<file path="src/rtl/sky130_gpio_pkg.sv">
// Shared definitions for the Sky130 GPIO pad-controller bank: mode codes,
// channel FSM states, the SAFE (hi-z) pad values and mode helper functions.
package sky130_gpio_pkg;

    localparam logic [2:0] MODE_ANALOG   = 3'd0;
    localparam logic [2:0] MODE_INPUT    = 3'd1;
    localparam logic [2:0] MODE_INPUT_PD = 3'd2;
    localparam logic [2:0] MODE_INPUT_PU = 3'd3;
    localparam logic [2:0] MODE_OUTPUT   = 3'd4;
    localparam logic [2:0] MODE_BIDIR    = 3'd5;

    typedef enum logic {
        ST_ACTIVE = 1'b0,
        ST_SAFE   = 1'b1
    } chan_state_e;

    // Pad values held while a channel sits in SAFE between drive modes.
    localparam logic [2:0] SAFE_DM      = 3'b001;
    localparam logic       SAFE_INP_DIS = 1'b0;
    localparam logic       SAFE_OEB     = 1'b1;
    localparam logic       SAFE_OUT     = 1'b0;
    localparam logic       SAFE_ANALOG  = 1'b0;

    function automatic logic [2:0] mode_to_dm(input logic [2:0] mode);
        logic [2:0] dm;
        case (mode)
            MODE_ANALOG:   dm = 3'b000;
            MODE_INPUT:    dm = 3'b001;
            MODE_INPUT_PD: dm = 3'b011;
            MODE_INPUT_PU: dm = 3'b010;
            MODE_OUTPUT:   dm = 3'b110;
            MODE_BIDIR:    dm = 3'b110;
            default:       dm = 3'b001;
        endcase
        return dm;
    endfunction

    // Unused codes 6/7 fall back to plain INPUT, the safest receive mode.
    function automatic logic [2:0] mode_sanitize(input logic [2:0] code);
        return (code > MODE_BIDIR) ? MODE_INPUT : code;
    endfunction

endpackage

</file>
<file path="src/rtl/sky130_gpio_chan.sv">
// One GPIO pad-controller channel: ACTIVE/SAFE FSM with settle down-counter,
// pad-config decode and, with SKY130_GPIO_BANK_IRQ_EN defined, edge IRQ logic.
//
// state     | meaning
// ----------+-------------------------------------------------------------
// ST_ACTIVE | pad driven from the committed mode
// ST_SAFE   | pad held hi-z/input while the counter runs; pending mode held
module sky130_gpio_chan
    import sky130_gpio_pkg::*;
#(
    parameter int SETTLE_CYCLES = 4
) (
    input  logic       i_clk,
    input  logic       i_rst,
    input  logic       i_we,
    input  logic [2:0] i_wdata,
    input  logic       i_io_out,
    input  logic       i_io_oeb,
    input  logic       i_an_sel,
    input  logic       i_an_pol,
    input  logic       i_pad_in,
    input  logic       i_rise_en,
    input  logic       i_fall_en,
    input  logic       i_irq_clr,
    output logic [2:0] o_mode,
    output logic       o_busy,
    output logic [2:0] o_dm,
    output logic       o_inp_dis,
    output logic       o_oeb,
    output logic       o_out,
    output logic       o_analog_en,
    output logic       o_analog_sel,
    output logic       o_analog_pol,
    output logic       o_irq_status,
    output logic       o_irq_nxt
);

    localparam int CW = (SETTLE_CYCLES > 1) ? $clog2(SETTLE_CYCLES) : 1;
    localparam logic [CW-1:0] CNT_LOAD = CW'(SETTLE_CYCLES - 1);

    chan_state_e r_state, w_state_nxt;
    logic [2:0]    r_mode, w_mode_nxt;
    logic [2:0]    r_pend, w_pend_nxt;
    logic [CW-1:0] r_cnt, w_cnt_nxt;
    logic [2:0]    w_wmode;
    logic [2:0]    r_dm;
    logic          r_inp_dis;
    logic          r_analog_en;

    // Next-state: mode writes enter/restart SAFE, counter expiry commits.
    always_comb begin
        w_state_nxt = r_state;
        w_mode_nxt  = r_mode;
        w_pend_nxt  = r_pend;
        w_cnt_nxt   = r_cnt;
        w_wmode     = mode_sanitize(i_wdata);
        case (r_state)
            ST_ACTIVE: begin
                if (i_we && (w_wmode != r_mode)) begin
                    w_state_nxt = ST_SAFE;
                    w_pend_nxt  = w_wmode;
                    w_cnt_nxt   = CNT_LOAD;
                end
            end
            ST_SAFE: begin
                if (i_we) begin
                    w_pend_nxt = w_wmode;
                    w_cnt_nxt  = CNT_LOAD;
                end else if (r_cnt == '0) begin
                    w_state_nxt = ST_ACTIVE;
                    w_mode_nxt  = r_pend;
                end else begin
                    w_cnt_nxt = r_cnt - CW'(1);
                end
            end
            default: w_state_nxt = ST_ACTIVE;
        endcase
    end

    // State, mode, counter and the glitch-sensitive pad controls, all registered.
    always_ff @(posedge i_clk) begin
        if (i_rst) begin
            r_state     <= ST_ACTIVE;
            r_mode      <= MODE_INPUT;
            r_pend      <= MODE_INPUT;
            r_cnt       <= '0;
            r_dm        <= mode_to_dm(MODE_INPUT);
            r_inp_dis   <= 1'b0;
            r_analog_en <= 1'b0;
        end else begin
            r_state <= w_state_nxt;
            r_mode  <= w_mode_nxt;
            r_pend  <= w_pend_nxt;
            r_cnt   <= w_cnt_nxt;
            if (w_state_nxt == ST_SAFE) begin
                r_dm        <= SAFE_DM;
                r_inp_dis   <= SAFE_INP_DIS;
                r_analog_en <= SAFE_ANALOG;
            end else begin
                r_dm        <= mode_to_dm(w_mode_nxt);
                r_inp_dis   <= (w_mode_nxt == MODE_ANALOG) || (w_mode_nxt == MODE_OUTPUT);
                r_analog_en <= (w_mode_nxt == MODE_ANALOG);
            end
        end
    end

    // User data paths pass through combinationally, gated by registered mode.
    always_comb begin
        o_oeb        = SAFE_OEB;
        o_out        = SAFE_OUT;
        o_analog_sel = SAFE_ANALOG;
        o_analog_pol = SAFE_ANALOG;
        if (r_state == ST_ACTIVE) begin
            case (r_mode)
                MODE_ANALOG: begin
                    o_analog_sel = i_an_sel;
                    o_analog_pol = i_an_pol;
                end
                MODE_INPUT_PD: o_oeb = 1'b0;
                MODE_INPUT_PU: begin
                    o_oeb = 1'b0;
                    o_out = 1'b1;
                end
                MODE_OUTPUT: begin
                    o_oeb = 1'b0;
                    o_out = i_io_out;
                end
                MODE_BIDIR: begin
                    o_oeb = i_io_oeb;
                    o_out = i_io_out;
                end
                default: ;
            endcase
        end
    end

    assign o_mode      = r_mode;
    assign o_busy      = (r_state == ST_SAFE);
    assign o_dm        = r_dm;
    assign o_inp_dis   = r_inp_dis;
    assign o_analog_en = r_analog_en;

`ifdef SKY130_GPIO_BANK_IRQ_EN
    logic r_sync1, r_sync2, r_sync3;
    logic r_irq;
    logic w_armed, w_set;

    // Two-flop synchronizer plus a history flop for edge detection.
    always_ff @(posedge i_clk) begin
        if (i_rst) begin
            r_sync1 <= 1'b0;
            r_sync2 <= 1'b0;
            r_sync3 <= 1'b0;
        end else begin
            r_sync1 <= i_pad_in;
            r_sync2 <= r_sync1;
            r_sync3 <= r_sync2;
        end
    end

    assign w_armed = (r_state == ST_ACTIVE) &&
                     ((r_mode == MODE_INPUT) || (r_mode == MODE_INPUT_PD) ||
                      (r_mode == MODE_INPUT_PU) || (r_mode == MODE_BIDIR));
    assign w_set = w_armed && ((i_rise_en && r_sync2 && !r_sync3) ||
                               (i_fall_en && !r_sync2 && r_sync3));
    // A new edge beats a simultaneous clear so no event is lost.
    assign o_irq_nxt = w_set | (r_irq & ~i_irq_clr);

    // Sticky flag; SAFE entry leaves it untouched.
    always_ff @(posedge i_clk) begin
        if (i_rst) r_irq <= 1'b0;
        else       r_irq <= o_irq_nxt;
    end

    assign o_irq_status = r_irq;
`else
    logic w_unused_irq;
    assign w_unused_irq = ^{i_pad_in, i_rise_en, i_fall_en, i_irq_clr};
    assign o_irq_status = 1'b0;
    assign o_irq_nxt    = 1'b0;
`endif

endmodule

</file>
<file path="src/rtl/sky130_gpio_bank.sv">
// Runtime-programmable bank of N_GPIO Sky130 Openframe pad controllers.
// Address-decodes mode writes to channels and packs per-pad config vectors.
// Define SKY130_GPIO_BANK_IRQ_EN to build the edge-interrupt logic.
module sky130_gpio_bank
    import sky130_gpio_pkg::*;
#(
    parameter int N_GPIO        = 8,
    parameter int SETTLE_CYCLES = 4,
    localparam int AW           = (N_GPIO > 1) ? $clog2(N_GPIO) : 1
) (
    input  logic                  clk,
    input  logic                  rst,
    input  logic                  cfg_we,
    input  logic [AW-1:0]         cfg_addr,
    input  logic [2:0]            cfg_wdata,
    output logic [3*N_GPIO-1:0]   mode_status,
    output logic [N_GPIO-1:0]     busy,
    input  logic [N_GPIO-1:0]     io_out,
    input  logic [N_GPIO-1:0]     io_oeb,
    input  logic [2*N_GPIO-1:0]   analog,
    output logic [N_GPIO-1:0]     io_in,
    input  logic [N_GPIO-1:0]     gpio_in,
    output logic [3*N_GPIO-1:0]   gpio_dm,
    output logic [N_GPIO-1:0]     gpio_inp_dis,
    output logic [N_GPIO-1:0]     gpio_oeb,
    output logic [N_GPIO-1:0]     gpio_out,
    output logic [N_GPIO-1:0]     gpio_analog_en,
    output logic [N_GPIO-1:0]     gpio_analog_sel,
    output logic [N_GPIO-1:0]     gpio_analog_pol,
    output logic [N_GPIO-1:0]     gpio_ib_mode_sel,
    output logic [N_GPIO-1:0]     gpio_vtrip_sel,
    output logic [N_GPIO-1:0]     gpio_slow_sel,
    output logic [N_GPIO-1:0]     gpio_holdover,
    input  logic [N_GPIO-1:0]     irq_rise_en,
    input  logic [N_GPIO-1:0]     irq_fall_en,
    input  logic [N_GPIO-1:0]     irq_clr,
    output logic [N_GPIO-1:0]     irq_status,
    output logic                  irq
);

    logic [N_GPIO-1:0] w_irq_nxt;

    for (genvar g = 0; g < N_GPIO; g++) begin : g_chan
        localparam logic [AW-1:0] L_ADDR = AW'(g);
        logic w_we;
        // Out-of-range addresses match no channel and are dropped here.
        assign w_we = cfg_we && (cfg_addr == L_ADDR);

        sky130_gpio_chan #(
            .SETTLE_CYCLES (SETTLE_CYCLES)
        ) u_chan (
            .i_clk        (clk),
            .i_rst        (rst),
            .i_we         (w_we),
            .i_wdata      (cfg_wdata),
            .i_io_out     (io_out[g]),
            .i_io_oeb     (io_oeb[g]),
            .i_an_sel     (analog[2*g+1]),
            .i_an_pol     (analog[2*g]),
            .i_pad_in     (gpio_in[g]),
            .i_rise_en    (irq_rise_en[g]),
            .i_fall_en    (irq_fall_en[g]),
            .i_irq_clr    (irq_clr[g]),
            .o_mode       (mode_status[3*g +: 3]),
            .o_busy       (busy[g]),
            .o_dm         (gpio_dm[3*g +: 3]),
            .o_inp_dis    (gpio_inp_dis[g]),
            .o_oeb        (gpio_oeb[g]),
            .o_out        (gpio_out[g]),
            .o_analog_en  (gpio_analog_en[g]),
            .o_analog_sel (gpio_analog_sel[g]),
            .o_analog_pol (gpio_analog_pol[g]),
            .o_irq_status (irq_status[g]),
            .o_irq_nxt    (w_irq_nxt[g])
        );
    end

    assign io_in            = gpio_in;
    assign gpio_ib_mode_sel = '0;
    assign gpio_vtrip_sel   = '0;
    assign gpio_slow_sel    = '0;
    assign gpio_holdover    = '0;

`ifdef SKY130_GPIO_BANK_IRQ_EN
    logic r_irq;

    // Registered OR taken from the flags' next values so irq lines up with irq_status.
    always_ff @(posedge clk) begin
        if (rst) r_irq <= 1'b0;
        else     r_irq <= |w_irq_nxt;
    end

    assign irq = r_irq;
`else
    logic w_unused_irq;
    assign w_unused_irq = |w_irq_nxt;
    assign irq = 1'b0;
`endif

endmodule

</file>
<file path="config.mk">
export PLATFORM = sky130hd
export DESIGN_NAME = sky130_gpio_bank
export DESIGN_NICKNAME = d
export VERILOG_FILES = /design/src/rtl/sky130_gpio_pkg.sv /design/src/rtl/sky130_gpio_chan.sv /design/src/rtl/sky130_gpio_bank.sv
export SDC_FILE = /design/constraint.sdc
export NUM_CORES = 1
export LEC_CHECK = 0
export CAP_MARGIN = 10
export CORE_MARGIN = 2
export CORE_UTILIZATION = 46
export DETAILED_ROUTE_END_ITERATION = 10
export GPL_ROUTABILITY_DRIVEN = 0
export PLACE_DENSITY_LB_ADDON = 0.05
export SYNTH_ARGS = -nofsm -noshare
export SYNTH_HDL_FRONTEND = slang
export SYNTH_SLANG_ARGS = --single-unit
</file>
<file path="constraint.sdc">
create_clock -name clk -period 2.5 [get_ports clk]
set_clock_uncertainty 0.1 [all_clocks]
set_input_delay 0.625 -clock clk [delete_from_list [all_inputs] [get_ports clk]]
set_output_delay 0.625 -clock clk [all_outputs]
set_load 0.1 [all_outputs]
</file>
==> metrics.md <==
| Metric | Value |
|---|---|
| Tcrit/Tclk final | `96.7%` |
| Die height | `around 120 um` |
| Achievable Freq | `414 MHz` |
| DRT iter0 DRCs | `around 280` |
| Hold-fix buffers, CTS | `0` |
| Initial antenna violation count | `0` |
| Placed insts | `1094` |
| DRC | `0` |
| Startpoint Class | `primary input` |
| Largest family of logic cells by synthesized area | `simple AND/OR/NAND/NOR gates` |
| ANT cells | `0` |
| WL final | `approximately 16000 um` |
| CTS Buf Count | `9` |
| Cells after Synth | `800` |
| Worst VDD drop | `0.300 mV` |
| Fin. Hold Viols | `0` |
| Row cnt | `43` |
| CTS tree | `yes` |
| Sequential fraction of the synthesis area | `34.1%` |
| Mapped Area | `about 6600 um^2` |
| Vias in the first global route | `5395` |
| Post-Layout Inst Area | `8590 um^2` |
| H-tree levels | `3` |
| CTS Root Cell | `clkbuf_16` |
| WP data required | `between 1.5 and 2 ns` |
| P&R area growth vs syn | `30.6%` |
| Worst relative slew slack | `60.0%` |
| Worst hold path type | `reg -> reg` |
| Die Area | `15300 um^2` |
| CTS clk-pin slew, worst paths | `0.07 ns` |
| Share of flip-flops with an asynchronous set or reset | `0%` |
| Vias/cell | `5.14` |
| Clock Path Buffers | `2` |
| Adder-cell share of the synthesized area | `roughly 1.7%` |
| Core area | `13900 um^2` |
| Dominant synthesized flop cell | `dfxtp_1` |
| Final Max Tran Viols | `0` |
| Compound-Gate Fraction of Synth Area | `between 10% and 20%` |
| Met2 WL | `7760 um` |
| Port-buffer cells | `144` |
| Most common cell after layout, fill and taps aside | `buf_4` |
| Fillers | `1202` |
| Total gr overflow | `0` |
| Max-cap violations | `0` |
| Outcome | `complete, no violations` |
| P per Cell Area | `464 nW/um^2` |
| Num Clock Sinks | `112` |
| Share of cells above drive strength 1 | `a little over a quarter` |
| First-pass GRT wire length | `~26000 um` |
| Worst-Skew Late Latency | `0.35 ns` |
| Placed cell area | `approximately 8200 um^2` |
| Post-layout nets | `1008` |
| Synth Area in XOR/XNOR | `3.86%` |
| Max Used Layer | `met4` |
| Post-route insts no fill | `1110` |
| Met3 wire length | `852 um` |
| Worst Setup End Kind | `primary output` |
| Yosys warnings | `0` |
| Mux cell area share after synthesis | `5.06%` |
| Worst-Margin Slew | `0.599 ns` |
| DIE WIDTH | `124 um` |
| Dpl hpwl | `12000 um` |
| ANT nets after route | `0` |
| M1 wire length | `7170 um` |
| Setup Viol. Count Final | `0` |
| GR Util All Layers | `21.3%` |
| Most frequent cells in the layout | `buf_4, dfxtp_1, nor2_1` |
| Largest net degree at the start of global routing | `46` |
| I/O Pins | `226` |
| Critical path class | `in -> out` |
| Static Leakage | `approximately 3.6 nW` |
| Crit path time final | `2.42 ns` |
| Syn avg cell area | `a little over 8 um^2` |
| Detailed-route wire length per cell | `14.5 um` |
| Worst-path fanout max | `1` |
| Arrival time worst endpoint | `1.69 ns` |
| Cell variety after synth | `~70` |
| Pre-Repair DR Iteration Count | `4` |
| Vias | `5707` |
| Post-Synth Simple-Gate Area | `23.6%` |
| PnR worst setup slack | `0.0817 ns` |
| Seq cells post-synth | `112` |
| Setup TNS | `0 ns` |
| Number of synthesized flops with an enable pin | `0` |
| Worst slack at placement | `-0.272 ns` |
| Starting Density | `47.2%` |
## per-stage QoR
stage	hold WS, ns	total power (W)	util (%)
2_1_floorplan	0.339	0.00246	-
3_3_place_gp	0.349	0.00253	59.1
3_5_place_dp	0.356	0.00255	59.1
4_1_cts	0.372	0.00401	61.3
5_1_grt	0.396	0.00412	61.7
6_report	0.367	0.00398	61.7
## critical path, cell delays in order
cell and delay (ns):
clkdlybuf4s50_1 0.46, a21boi_0 0.08, o21ai_0 0.30, buf_12 0.22
## power breakdown
| group | switching (W) | internal, W | total, W |
|---|---|---|---|
| logic | 0.000489 | 0.000202 | 0.000692 |
| registers | 0.0000183 | 0.00180 | 0.00182 |
| clock network | 0.000620 | 0.000850 | 0.00147 |
## worst paths after layout
kind,end,slack [ns],depth (start not counted),start
max reg2reg,g_chan[7].u_chan.o_dm[0],0.57,5,g_chan[7].u_chan.o_mode[2]
max,gpio_oeb[5],0.08,4,io_oeb[5]
min,g_chan[6].u_chan.r_cnt[1],0.37,1,g_chan[6].u_chan.r_cnt[1]
min reg2reg,g_chan[6].u_chan.r_cnt[1],0.37,1,g_chan[6].u_chan.r_cnt[1]
## flip-flops by register name (all words and copies together), names as in the netlist
register	count
g_chan.u_chan.o_analog_en	8
g_chan.u_chan.o_busy	8
g_chan.u_chan.o_dm	24
g_chan.u_chan.o_inp_dis	8
g_chan.u_chan.o_mode	24
g_chan.u_chan.r_cnt	16
g_chan.u_chan.r_pend	24
## cell type report
cell class / count / area (um^2) / area share (%)
clock buffers: 12 / 267 / 3.10
well taps: 180 / 225 / 2.62
inverters: 31 / 116 / 1.35
flip-flops and latches: 112 / 2270 / 26.4
multi-input cells: 542 / 3410 / 39.7
clock inverters: 3 / 40.0 / 0.466
repair buffers: 230 / 2260 / 26.3
## kinds of logic (layout without fill, tap and decap cells)
group,Yosys count,after routing
AO/OA/AOI/OAI,138,138
XOR/XNOR,29,29
adder cells (fa/ha/maj),9,9
buffers and inverters,186,276
flip-flops,112,112
multiplexers,33,33
other,1,41
AND/OR/NAND/NOR,292,292
## cell usage after synthesis (4+ instances only)
library cell / count / area [um^2]
nor2b_1: 25 / 156
xnor2_1: 19 / 166
o21ai_0: 19 / 95.1
a31oi_1: 9 / 56.3
nor2_1: 73 / 274
mux2i_1: 31 / 310
ha_1: 9 / 113
nand2b_1: 24 / 150
nor3b_1: 9 / 67.6
or3_1: 4 / 25.0
nand2_1: 42 / 158
a21oi_1: 44 / 220
nand3_1: 17 / 85.1
buf_4: 107 / 803
nor4_1: 18 / 113
and2_1: 22 / 138
o21a_1: 8 / 60.1
inv_1: 30 / 113
dfxtp_1: 112 / 2240
xor2_1: 10 / 87.6
a22oi_1: 5 / 37.5
buf_2: 11 / 55.1
nor3_1: 30 / 150
clkbuf_1: 35 / 131
a211oi_1: 7 / 52.6
and3_1: 8 / 50.1
## metal layers
metal,vias up,track usage (%)
met5,-,0
met4,0,8.03
met3,19,3.27
met2,182,35.9
met1,2647,27.3
li1,2859,-
## what timing repair did
action,4_1_cts,5_1_grt
setup buffers,0,1
endpoints found under the setup margin,0,13
gates resized for setup,0,11
Power figures use the tool's default switching activity.
